**src/rtl/triangle_wave_sequencer_if.sv**
```systemverilog
// Control/config/status bundle between register logic and the
// triangle_wave segment sequencer.
interface triangle_wave_sequencer_if #(
  parameter int WIDTH     = 4,
  parameter int SEG_BITS  = 2,
  parameter int DUR_WIDTH = 16
);
  logic                 cfg_we;
  logic [SEG_BITS-1:0]  cfg_addr;
  logic [WIDTH-1:0]     cfg_low;
  logic [WIDTH-1:0]     cfg_high;
  logic [DUR_WIDTH-1:0] cfg_dur;
  logic [SEG_BITS-1:0]  last_seg;
  logic                 loop;
  logic                 start;
  logic                 stop;
  logic                 wave_enable;
  logic [WIDTH-1:0]     low_out;
  logic [WIDTH-1:0]     high_out;
  logic [SEG_BITS-1:0]  seg_idx;
  logic                 busy;
  logic                 done;

  modport master (
    output cfg_we, cfg_addr, cfg_low, cfg_high, cfg_dur,
    output last_seg, loop, start, stop,
    input  wave_enable, low_out, high_out, seg_idx, busy, done
  );

  modport slave (
    input  cfg_we, cfg_addr, cfg_low, cfg_high, cfg_dur,
    input  last_seg, loop, start, stop,
    output wave_enable, low_out, high_out, seg_idx, busy, done
  );
endinterface

```
**src/rtl/triangle_wave_sequencer.sv**
```systemverilog
// Plays a small table of (low, high, duration) segments into a
// triangle_wave instance, once or looping, then parks it.
module triangle_wave_sequencer #(
  parameter int WIDTH     = 4,
  parameter int SEG_BITS  = 2,
  parameter int DUR_WIDTH = 16
) (
  input  logic clk,
  input  logic rst_n,
  triangle_wave_sequencer_if.slave bus
);
  localparam int DEPTH = 1 << SEG_BITS;
  localparam logic [DUR_WIDTH-1:0] DUR_ONE = DUR_WIDTH'(1);
  localparam logic [SEG_BITS-1:0]  SEG_ONE = SEG_BITS'(1);

  typedef enum logic { IDLE, RUN } state_t;

  state_t state_q, state_d;

  logic [WIDTH-1:0]     low_tbl  [DEPTH];
  logic [WIDTH-1:0]     high_tbl [DEPTH];
  logic [DUR_WIDTH-1:0] dur_tbl  [DEPTH];

  logic [DUR_WIDTH-1:0] cnt_q;
  logic [WIDTH-1:0]     low_q;
  logic [WIDTH-1:0]     high_q;
  logic [SEG_BITS-1:0]  seg_q;
  logic                 done_q;
  logic                 done_d;

  logic                 load;
  logic [SEG_BITS-1:0]  load_idx;
  logic [WIDTH-1:0]     rd_low;
  logic [WIDTH-1:0]     rd_high;
  logic [DUR_WIDTH-1:0] rd_dur;
  logic [WIDTH-1:0]     ld_low;
  logic [WIDTH-1:0]     ld_high;
  logic [DUR_WIDTH-1:0] ld_dur;

  // Entry being loaded: bounds ordered, zero duration treated as one
  assign rd_low  = low_tbl[load_idx];
  assign rd_high = high_tbl[load_idx];
  assign rd_dur  = dur_tbl[load_idx];
  assign ld_low  = (rd_low <= rd_high) ? rd_low  : rd_high;
  assign ld_high = (rd_low <= rd_high) ? rd_high : rd_low;
  assign ld_dur  = (rd_dur == '0) ? DUR_ONE : rd_dur;

  // Segment table; a write only affects later loads of that entry
  always_ff @(posedge clk or negedge rst_n) begin
    if (!rst_n) begin
      for (int i = 0; i < DEPTH; i++) begin
        low_tbl[i]  <= '0;
        high_tbl[i] <= '1;
        dur_tbl[i]  <= DUR_ONE;
      end
    end else if (bus.cfg_we) begin
      low_tbl[bus.cfg_addr]  <= bus.cfg_low;
      high_tbl[bus.cfg_addr] <= bus.cfg_high;
      dur_tbl[bus.cfg_addr]  <= bus.cfg_dur;
    end
  end

  // State register
  always_ff @(posedge clk or negedge rst_n) begin
    if (!rst_n) state_q <= IDLE;
    else        state_q <= state_d;
  end

  // Next state and segment-boundary decisions; stop wins over all
  always_comb begin
    state_d  = state_q;
    load     = 1'b0;
    load_idx = '0;
    done_d   = 1'b0;
    unique case (state_q)
      IDLE: begin
        if (bus.start && !bus.stop) begin
          state_d = RUN;
          load    = 1'b1;
        end
      end
      RUN: begin
        if (bus.stop) begin
          state_d = IDLE;
        end else if (cnt_q <= DUR_ONE) begin
          if (seg_q != bus.last_seg) begin
            load     = 1'b1;
            load_idx = seg_q + SEG_ONE;
          end else if (bus.loop) begin
            load = 1'b1;
          end else begin
            state_d = IDLE;
            done_d  = 1'b1;
          end
        end
      end
      default: state_d = IDLE;
    endcase
  end

  // Registered segment outputs and duration counter
  always_ff @(posedge clk or negedge rst_n) begin
    if (!rst_n) begin
      low_q  <= '0;
      high_q <= '1;
      seg_q  <= '0;
      cnt_q  <= DUR_ONE;
      done_q <= 1'b0;
    end else begin
      done_q <= done_d;
      if (load) begin
        low_q  <= ld_low;
        high_q <= ld_high;
        seg_q  <= load_idx;
        cnt_q  <= ld_dur;
      end else if (state_q == RUN) begin
        cnt_q <= cnt_q - DUR_ONE;
      end
    end
  end

  assign bus.wave_enable = (state_q == RUN);
  assign bus.busy        = (state_q == RUN);
  assign bus.low_out     = low_q;
  assign bus.high_out    = high_q;
  assign bus.seg_idx     = seg_q;
  assign bus.done        = done_q;
endmodule

```
**src/flat_wrapper.sv**
```systemverilog
// flat-port wrapper written by rule: the top's interface ports become plain ports
module triangle_wave_sequencer_flat 
#(
  parameter int WIDTH     = 4,
  parameter int SEG_BITS  = 2,
  parameter int DUR_WIDTH = 16
)
  (clk, rst_n, bus_cfg_we, bus_cfg_addr, bus_cfg_low, bus_cfg_high, bus_cfg_dur, bus_last_seg, bus_loop, bus_start, bus_stop, bus_wave_enable, bus_low_out, bus_high_out, bus_seg_idx, bus_busy, bus_done);
  triangle_wave_sequencer_if #(.WIDTH(WIDTH), .SEG_BITS(SEG_BITS), .DUR_WIDTH(DUR_WIDTH)) bus_i ();
  input  logic clk;
  input  logic rst_n;
  input wire logic [$bits(bus_i.cfg_we)-1:0] bus_cfg_we;
  input wire logic [$bits(bus_i.cfg_addr)-1:0] bus_cfg_addr;
  input wire logic [$bits(bus_i.cfg_low)-1:0] bus_cfg_low;
  input wire logic [$bits(bus_i.cfg_high)-1:0] bus_cfg_high;
  input wire logic [$bits(bus_i.cfg_dur)-1:0] bus_cfg_dur;
  input wire logic [$bits(bus_i.last_seg)-1:0] bus_last_seg;
  input wire logic [$bits(bus_i.loop)-1:0] bus_loop;
  input wire logic [$bits(bus_i.start)-1:0] bus_start;
  input wire logic [$bits(bus_i.stop)-1:0] bus_stop;
  output wire logic [$bits(bus_i.wave_enable)-1:0] bus_wave_enable;
  output wire logic [$bits(bus_i.low_out)-1:0] bus_low_out;
  output wire logic [$bits(bus_i.high_out)-1:0] bus_high_out;
  output wire logic [$bits(bus_i.seg_idx)-1:0] bus_seg_idx;
  output wire logic [$bits(bus_i.busy)-1:0] bus_busy;
  output wire logic [$bits(bus_i.done)-1:0] bus_done;
  assign bus_i.cfg_we = bus_cfg_we;
  assign bus_i.cfg_addr = bus_cfg_addr;
  assign bus_i.cfg_low = bus_cfg_low;
  assign bus_i.cfg_high = bus_cfg_high;
  assign bus_i.cfg_dur = bus_cfg_dur;
  assign bus_i.last_seg = bus_last_seg;
  assign bus_i.loop = bus_loop;
  assign bus_i.start = bus_start;
  assign bus_i.stop = bus_stop;
  assign bus_wave_enable = bus_i.wave_enable;
  assign bus_low_out = bus_i.low_out;
  assign bus_high_out = bus_i.high_out;
  assign bus_seg_idx = bus_i.seg_idx;
  assign bus_busy = bus_i.busy;
  assign bus_done = bus_i.done;
  triangle_wave_sequencer #(.WIDTH(WIDTH), .SEG_BITS(SEG_BITS), .DUR_WIDTH(DUR_WIDTH)) u_core (.clk(clk), .rst_n(rst_n), .bus(bus_i));
endmodule
```
**config.mk**
```make
export PLATFORM = sky130hd
export DESIGN_NAME = triangle_wave_sequencer_flat
export DESIGN_NICKNAME = d
export VERILOG_FILES = /design/src/rtl/triangle_wave_sequencer_if.sv /design/src/rtl/triangle_wave_sequencer.sv /design/src/flat_wrapper.sv
export SDC_FILE = /design/constraint.sdc
export NUM_CORES = 1
export LEC_CHECK = 0
export CAP_MARGIN = 25
export CORE_MARGIN = 2
export CORE_UTILIZATION = 35
export DETAILED_ROUTE_END_ITERATION = 8
export RECOVER_POWER = 50
export SLEW_MARGIN = 20
export SYNTH_ARGS = -nofsm -noshare
export SYNTH_HDL_FRONTEND = slang
export SYNTH_SLANG_ARGS = --single-unit
```
**constraint.sdc**
```tcl
create_clock -name clk -period 4.27 [get_ports clk]
set_input_delay 0.854 -clock clk [delete_from_list [all_inputs] [get_ports clk]]
set_output_delay 0.854 -clock clk [all_outputs]
set_load 0.005 [all_outputs]
```
[Yosys cells after proc, flatten, opt, wreduce, memory -nomap -nowiden]
Cells that the tools add are included.
Storage, ports and cells
  register bits after elaboration: 124
  bits of input ports: 34
  output and inout bits: 13
  word-level logic and storage cells: 73
Cells by class
  $add $sub $neg: 2
  order comparisons: 5
  equality and inequality tests: 1
  mux-type cells: 39
  bitwise operators: 3
  reductions and logical operators: 5
Operators with widths (count)
  2-to-1 mux 16 bit: 6
  bitwise mux 64 bit: 1
  binary-select mux 16 bit (select 2 bit): 1
  bitwise mux 16 bit: 2
  demux 16 bit (select 2 bit): 1
  2-to-1 mux 4 bit: 7
  binary-select mux 4 bit (select 2 bit): 2
  less-or-equal comparator 16 x 1 -> 1 bit (second input constant): 1
  zero test 16 bit: 1
  subtractor 16 x 1 -> 16 bit (second input constant): 1
  2-to-1 mux 1 bit: 12
  demux 4 bit (select 2 bit): 1
  2-to-1 mux 2 bit: 4
  >= comparator 3 bit (second input constant): 2
  inverter 2 -> 3 bit: 2
  less-or-equal comparator 4 bit: 1
  case mux 1 bit (2 select lines): 2
  less-than comparator 3 x 1 -> 1 bit (second input constant): 1
  adder 2 x 1 -> 2 bit (second input constant): 1
  logical AND 1 bit: 2
  inequality test 2 bit: 1
  nonzero test 2 bit: 1
  zero test 1 bit: 1
  inverter 1 bit: 1

[Depth between registers and ports, before layout]
Gate-level depths: netlist of the first run.
  depth in word-level cells: 12
  mapped depth: 20
  depth with buffers taken out: 16

[Least setup slack after synthesis of the first run]
Ideal clock, no wire load.
  kind: input to register
  start point: in bus_stop
  end point: reg u_core.high_q[2] (netlist: u_core.bus.high_out[2])
  setup time: 0.079 ns
  data arrival time: 3.850 ns
  data required time: 4.191 ns
  slack: 0.341 ns
  stages on the path: 16
  buffers on the path: 2
  path through: or2_2 > nor2_2 > nand3_1 > buf_2 > mux2_2 > o21ai_0 > inv_1 > ha_1 > nor2b_1 > o21ai_0 > nand2b_1 > a21oi_1 > a41o_1 > buf_1 > mux2_2 > o21ai_0
Between the ends
  word-level cells in the longest chain between the ends: 8
  elaborated cells on any way between the ends: 16
RTL lines
  start, declared: RTL line flat_wrapper.sv:20  | input wire logic [$bits(bus_i.stop)-1:0] bus_stop;
  2-to-1 mux 2 bit: RTL line triangle_wave_sequencer.sv:83  | if (bus.stop) begin
  2-to-1 mux 2 bit: RTL line triangle_wave_sequencer.sv:75  | unique case (state_q)
  inverter 2 -> 3 bit (implied by the code): RTL line triangle_wave_sequencer.sv:41, triangle_wave_sequencer.sv:42
  binary-select mux 4 bit (select 2 bit) (on tied branches): RTL line triangle_wave_sequencer.sv:41, triangle_wave_sequencer.sv:42
  2-to-1 mux 4 bit (on tied branches) (2 in series): RTL line triangle_wave_sequencer.sv:41, triangle_wave_sequencer.sv:42
  less-or-equal comparator 4 bit: RTL line triangle_wave_sequencer.sv:45  | assign ld_high = (rd_low <= rd_high) ? rd_high : rd_low;
  2-to-1 mux 4 bit: RTL line triangle_wave_sequencer.sv:45
  end signal, assigned: RTL line triangle_wave_sequencer.sv:113  | high_q <= ld_high;
  end, declared: RTL line triangle_wave_sequencer.sv:26  | logic [WIDTH-1:0] high_q;
Several ways; a longest one is shown, not always the timed one. The select of a mux whose other input is x is not followed.
A chain may end at the register's enable or synchronous reset.

[Worst setup path after layout of the first run]
  start point: in bus_last_seg[0]
  end point: reg u_core.low_q[2] (netlist: u_core.bus.low_out[2])
Between the ends
  word-level cells in the longest chain between the ends: 11
  elaborated cells on any way between the ends: 18
RTL lines
  start, declared: RTL line flat_wrapper.sv:17  | input wire logic [$bits(bus_i.last_seg)-1:0] bus_last_seg;
  inequality test 2 bit *: RTL line triangle_wave_sequencer.sv:86  | if (seg_q != bus.last_seg) begin
  2-to-1 mux 2 bit: RTL line triangle_wave_sequencer.sv:86
  2-to-1 mux 2 bit: RTL line triangle_wave_sequencer.sv:85  | end else if (cnt_q <= DUR_ONE) begin
  2-to-1 mux 2 bit: RTL line triangle_wave_sequencer.sv:83
  2-to-1 mux 2 bit: RTL line triangle_wave_sequencer.sv:75
  inverter 2 -> 3 bit (implied by the code): RTL line triangle_wave_sequencer.sv:41, triangle_wave_sequencer.sv:42
  binary-select mux 4 bit (select 2 bit) (on tied branches): RTL line triangle_wave_sequencer.sv:41, triangle_wave_sequencer.sv:42
  2-to-1 mux 4 bit (on tied branches) (2 in series): RTL line triangle_wave_sequencer.sv:41, triangle_wave_sequencer.sv:42
  less-or-equal comparator 4 bit: RTL line triangle_wave_sequencer.sv:44  | assign ld_low = (rd_low <= rd_high) ? rd_low : rd_high;
  2-to-1 mux 4 bit: RTL line triangle_wave_sequencer.sv:44
  end signal, assigned: RTL line triangle_wave_sequencer.sv:112  | low_q <= ld_low;
  end, declared: RTL line triangle_wave_sequencer.sv:25  | logic [WIDTH-1:0] low_q;
Every way passes the cells marked *; elsewhere a longest branch is shown, timed or not. The select of a mux whose other input is x is not followed.

==> flow_summary.yaml, run 1 <==
global_routing:
  grtUsageTotal_pct: 18.0
  grt_pass1_vias: 5091
  grt_first_pass_wirelength_mm: 26.0
  grt_max_degree: 64
  antenna_found_initial: 0
  grt.overflow.total: 0
synthesis:
  synth_area_per_cell_sq_um: 11.0
  ys_ff_latch: 124
  synth_cell_types: 57
  async_flop_share_pct: 100
  ys_seq_area_share_pct: 50.0
  dominantRegCellSynth: "dfrtp_1"
  syn_area_sq_um: 6270
  syn-num-nets: 611
  synth_edf_count: 0
  syn_inst: 571
  yosys_warnings: 0
final_layout:
  n_fill_cell: 1631
  final_cells: 885
  layout_commonest_cell: "mux2_2"
  drive_above_1_share_pct: 32.6
  n_antenna_cell: 0
  syn2layout_area_growth_pct: 25.6
  mostFrequentLayoutCells: "mux2_2, dfrtp_1, nand2_1, clkdlybuf4s50_1, buf_4"
  fin_nets: 687
floorplan:
  dieArea_sq_um: 19000
  rows: 48
  core-area_sq_um: 17400
  die_w_um: 138
  die_h_um: 138
  io-pin-count: 47
  initial_utilization_pct: 36.0
detailed_routing:
  route.detailed.drc: 0
  routedWlPerCell_um: 18.1
  drtPass1Iterations: 5
  routed_wl_mm: 16.0
  ant_nets: 0
  via_per_inst: 5.42
  via_count: 4794
  drtIter0Drc: 301
clock_tree:
  clock_sinks: 124
  postCtsResizedCells: 0
  root_buffer: "clkbuf_16"
  clk_pin_slew_worst_paths_ns: 0.05
  cts_buffers: 17
  worstSkewPairLatency_ns: 0.41
  cts_hold_buf: 0
  tritoncts: "done"
  cts_setup_buffers: 0
  htreeDepth: 4
  cts_buffer_depth: 2
status:
  violations: "capacitance limit, slew limit"
  outcome: "finished with violations"
timing:
  slew_headroom_pct: -130
  clock.fmax_ghz: 0.246
  holdWs_ns: 0.479
  fin_ws_ns: 0.208
  setup_tns_ns: 0
  maxSlewViolCount: 87
  worst-slew-pin-transition_ns: 3.44
  finalSetupViolCount: 0
  rsz0062_at_grt: "false"
  clock_skew_ns: 0.00690
  layout_worst_path_cycle_share_pct: 95.1
  hold_viol: 0
  period_minus_slack_ns: 4.06
power:
  power.total_w: 0.00402
  cellPowerDensity_nw_per_um2: 510
  leakagePower_nw: 3.28
  max-vdd-ir-drop_mv: 0.285
place:
  placed_cells_incl_taps: 853
  portBuffers: 46
  gp_congestion: 0.863
  dpl.hpwl_mm: 10.9
  post-place-ws_ns: -0.109
job:
  max-cap-violations: 2
critical_path:
  worstPathMaxFanout: 8
  crit_required_ns: 4.59
  start_kind: "input pin"
  path_class: "input pin to register"
  critical_path_arrival_ns: 4.38
  cp-end-kind: "register"
worst_hold_path:
  hold_class: "register to register"
==> worst paths after layout <==
check | startpoint | endpoint | slack [ns] | cells past startpoint
setup / recovery | bus_last_seg[0] | u_core.bus.low_out[2] | 0.21 | 16
hold / removal | u_core.bus.high_out[2] | u_core.bus.high_out[2] | 0.48 | 2
setup reg to reg | u_core.cnt_q[10] | u_core.bus.low_out[2] | 0.27 | 15
hold reg to reg | u_core.bus.high_out[2] | u_core.bus.high_out[2] | 0.48 | 2
max in group asynchronous | rst_n | u_core.dur_tbl[7] | 0.73 | 1
min in group asynchronous | rst_n | u_core.bus.low_out[2] | 1.60 | 1
==> cell type report <==
class                           count  area, sq um  area share (%)
Sequential cell                   124         3130            39.8
Multi-Input combinational cell    397         2940            37.3
Timing Repair Buffer               88          803            10.2
Clock buffer                       26          519            6.59
Tap cell                          225          282            3.57
Clock inverter                      6          130            1.65
Inverter                           19         71.3           0.906
==> worst max-delay path: stages <==
cell	delay [ns]
clkdlybuf4s50_1	0.46
nor2b_1	0.17
o22ai_1	0.26
nand3_1	0.30
mux2_2	0.35
o21ai_0	0.25
inv_1	0.08
ha_1	0.31
nor2b_1	0.13
o21ai_0	0.19
nand2b_1	0.09
a21oi_1	0.15
a41o_1	0.16
buf_12	0.13
mux2_2	0.33
o21ai_0	0.17
==> stage by stage <==
step	instance area [sq um]	util, %
final	7880	45.2
after global routing	7880	45.2
after CTS	7880	45.3
after detailed placement	7230	41.5
after global placement	7230	41.5
after floorplan	6270	-
==> per-layer routing <==
| metal | global-route usage (%) | vias to the layer above | part of all wire [%] |
|---|---|---|---|
| li1 | - | 2231 | - |
| met1 | 21.5 | 2430 | 43 |
| met2 | 31.8 | 114 | 51 |
| met3 | 4.39 | 19 | 4.6 |
| met4 | 5.90 | 0 | 1.5 |
| met5 | 0 | - | 0 |
==> cell families (layout without fill, tap and decap cells) <==
family                     count (synthesis)  after routing  synth area share, %
and+or+nand+nor                          151            151                 12.0
DFF                                      124            124                 50.0
muxes                                    120            120                 21.4
AOI/OAI and AO/OA                        119            119                 12.0
buffers and inverters                     50            139                 3.29
adders and majority gates                  6              6                 1.20
xor gates and xnor gates                   1              1                0.140
==> Yosys cell counts, types with 4 or more instances <==
cell type	number	share of area (%)
mux2_2	113	20
dfrtp_1	99	40
nand2_1	47	2.8
nor2_1	33	2.0
o21ai_0	32	2.6
a21oi_1	28	2.2
dfstp_2	25	10
clkbuf_1	21	1.3
inv_1	19	1.1
nand3_1	17	1.4
nor3_1	11	0.88
a31oi_1	10	1.0
o22ai_1	10	1.0
nand2b_1	8	0.80
mux2i_1	7	1.1
nor4_1	7	0.70
buf_2	6	0.48
ha_1	6	1.2
nor2b_1	6	0.60
o2111ai_1	6	0.84
a211oi_1	4	0.48
==> power breakdown <==
| group | internal (W) | total, W | switching (W) | leakage [nW] |
|---|---|---|---|---|
| sequential | 0.00147 | 0.00165 | 0.000181 | 1.45 |
| clock | 0.00107 | 0.00157 | 0.000500 | 0.321 |
| combinational | 0.000445 | 0.000794 | 0.000349 | 1.51 |
| total | 0.00299 | 0.00402 | 0.00103 | 3.28 |
==> flip-flops by register name, summed over array words and instances, names as in the netlist <==
register / flops
u_core.low_tbl: 16
u_core.bus.done: 1
u_core.bus.seg_idx: 2
u_core.bus.high_out: 4
u_core.bus.busy: 1
u_core.bus.low_out: 4
u_core.high_tbl: 16
u_core.dur_tbl: 64
u_core.cnt_q: 16
Note: power is estimated with default switching activity, not from simulation.
==> run 2, diff against run 1 <==
- CAP_MARGIN: 25 -> 20
- REMOVE_ABC_BUFFERS: not set -> 1
==> flow_summary.yaml, run 2 (synthesis gave the netlist of run 1 again) <==
clock_tree:
  postCtsResizedCells: 0
  clk_pin_slew_worst_paths_ns: 0.06
  cts_buffers: 17
  cts_hold_buf: 0
  cts_setup_buffers: 0
  htreeDepth: 4
  clock_sinks: 124
  cts_buffer_depth: 2
  worstSkewPairLatency_ns: 0.42
  root_buffer: "clkbuf_16"
  tritoncts: "done"
critical_path:
  path_class: "input pin to register"
  crit_required_ns: 4.60
  cp-end-kind: "register"
  worstPathMaxFanout: 5
  worstReg2RegEnd: "u_core.bus.low_out[1]"
  critical_path_arrival_ns: 4.27
  r2r_start: "u_core.cnt_q[10]"
  r2r_cells: 15
  r2r_slack_ns: 0.38
  start_kind: "input pin"
detailed_routing:
  drtIter0Drc: 268
  via_per_inst: 5.44
  drtPass1Iterations: 5
  ant_nets: 0
  via_count: 4802
  routedWlPerCell_um: 18.0
  routed_wl_mm: 15.9
  route.detailed.drc: 0
final_layout:
  postLayoutCellArea_sq_um: 7870
  fin_nets: 685
  final_cells: 883
  regArea_sq_um: 3130
  layout_commonest_cell: "mux2_2"
  drive_above_1_share_pct: 33.0
  n_fill_cell: 1612
  n_antenna_cell: 0
  regMostFlops: "u_core.dur_tbl"
  multi_input_area_sq_um: 2940
  largest_reg_flops: 64
  mostFrequentLayoutCells: "mux2_2, dfrtp_1, nand2_1, clkdlybuf4s50_1, buf_4"
  syn2layout_area_growth_pct: 25.5
floorplan:
  rows: 48
  die_w_um: 138
  io-pin-count: 47
  initial_utilization_pct: 36.0
  dieArea_sq_um: 19000
  die_h_um: 138
  core-area_sq_um: 17400
timing:
  hold_viol: 0
  clock_skew_ns: 0.00819
  maxSlewViolCount: 152
  rsz0062_at_grt: "false"
  layout_worst_path_cycle_share_pct: 92.3
  clock.fmax_ghz: 0.254
  fin_ws_ns: 0.327
  slew_headroom_pct: -20.5
  period_minus_slack_ns: 3.94
  finalSetupViolCount: 0
  worst-slew-pin-transition_ns: 1.81
power:
  max-vdd-ir-drop_mv: 0.268
  cellPowerDensity_nw_per_um2: 521
  leakagePower_nw: 3.28
worst_hold_path:
  hold_class: "register to register"
  hold-path-cell-count: 2
  hold_start: "u_core.bus.high_out[3]"
  hold_end: "u_core.bus.high_out[3]"
job:
  max-cap-violations: 3
place:
  dpl.hpwl_mm: 10.8
  placed_area_sq_um: 7210
  placed_cells_incl_taps: 851
  portBuffers: 46
  post-place-ws_ns: -0.119
  gp_congestion: 0.934
global_routing:
  grt_max_degree: 65
  grt_pass1_vias: 4960
  grt.overflow.total: 0
  grtUsageTotal_pct: 18.2
  antenna_found_initial: 0
  grt_first_pass_wirelength_mm: 26.2
status:
  violations: "capacitance limit, slew limit"
  outcome: "finished with violations"
-- run 2: cell count changes in the layout (fill, tap and decap cells not counted), sizes merged --
cell      previous run  this run
inv                 19        22
bufinv               4         6
buf                 41        38
clkbuf              28        22
clkinvlp             0         2
-- run 2: how the worst max path moves through the flow --
stage,startpoint,endpoint
after floorplan,bus_last_seg[0],u_core.bus.high_out[0]
after global placement,bus_last_seg[0],u_core.bus.high_out[3]
after detailed placement,bus_last_seg[0],u_core.bus.low_out[1]
after CTS,bus_last_seg[0],u_core.bus.low_out[1]
after global routing,bus_last_seg[0],u_core.bus.low_out[1]
final,bus_last_seg[0],u_core.bus.low_out[1]
-- run 2: layout make-up --
cell class                      instances  share of cell area (%)
Clock buffer                           19                    5.75
Clock inverter                         13                    2.99
Inverter                               19                   0.906
Multi-Input combinational cell        397                    37.3
Sequential cell                       124                    39.8
Tap cell                              225                    3.58
Timing Repair Buffer                   86                    9.68
-- run 2: worst max-delay path, cell delays in order --
cell             delay [ns]
clkdlybuf4s50_1        0.45
nor2b_1                0.17
o22ai_1                0.26
nand3_1                0.32
mux2_2                 0.36
o21ai_0                0.21
inv_1                  0.07
ha_1                   0.30
nor2b_1                0.13
o21ai_0                0.13
nand2b_1               0.07
a21oi_1                0.14
a41o_1                 0.13
buf_4                  0.14
mux2_2                 0.33
o21ai_0                0.19
-- run 2: power by group --
part	internal (W)	total [W]	switching (W)	leakage, nW
registers	0.00147	0.00166	0.000185	1.45
clock network	0.00113	0.00168	0.000549	0.331
logic	0.000430	0.000768	0.000338	1.50
-- run 2: stage by stage --
stage / util [%] / power, W / hold WS (ns) / setup TNS, ns
final: 45.2 / 0.00410 / 0.495 / 0
after global placement: 41.4 / 0.00240 / 0.471 / 0
after detailed placement: 41.4 / 0.00244 / 0.491 / -0.650
after CTS: 45.3 / 0.00413 / 0.493 / 0
after floorplan: - / 0.00210 / 0.466 / -3.78
after global routing: 45.2 / 0.00430 / 0.513 / 0
-- run 2: layer usage --
metal	wire [um]	track usage, %
met1	6920	22.5
met2	7950	31.4
met3	671	3.44
met4	358	7.20
met5	0	0
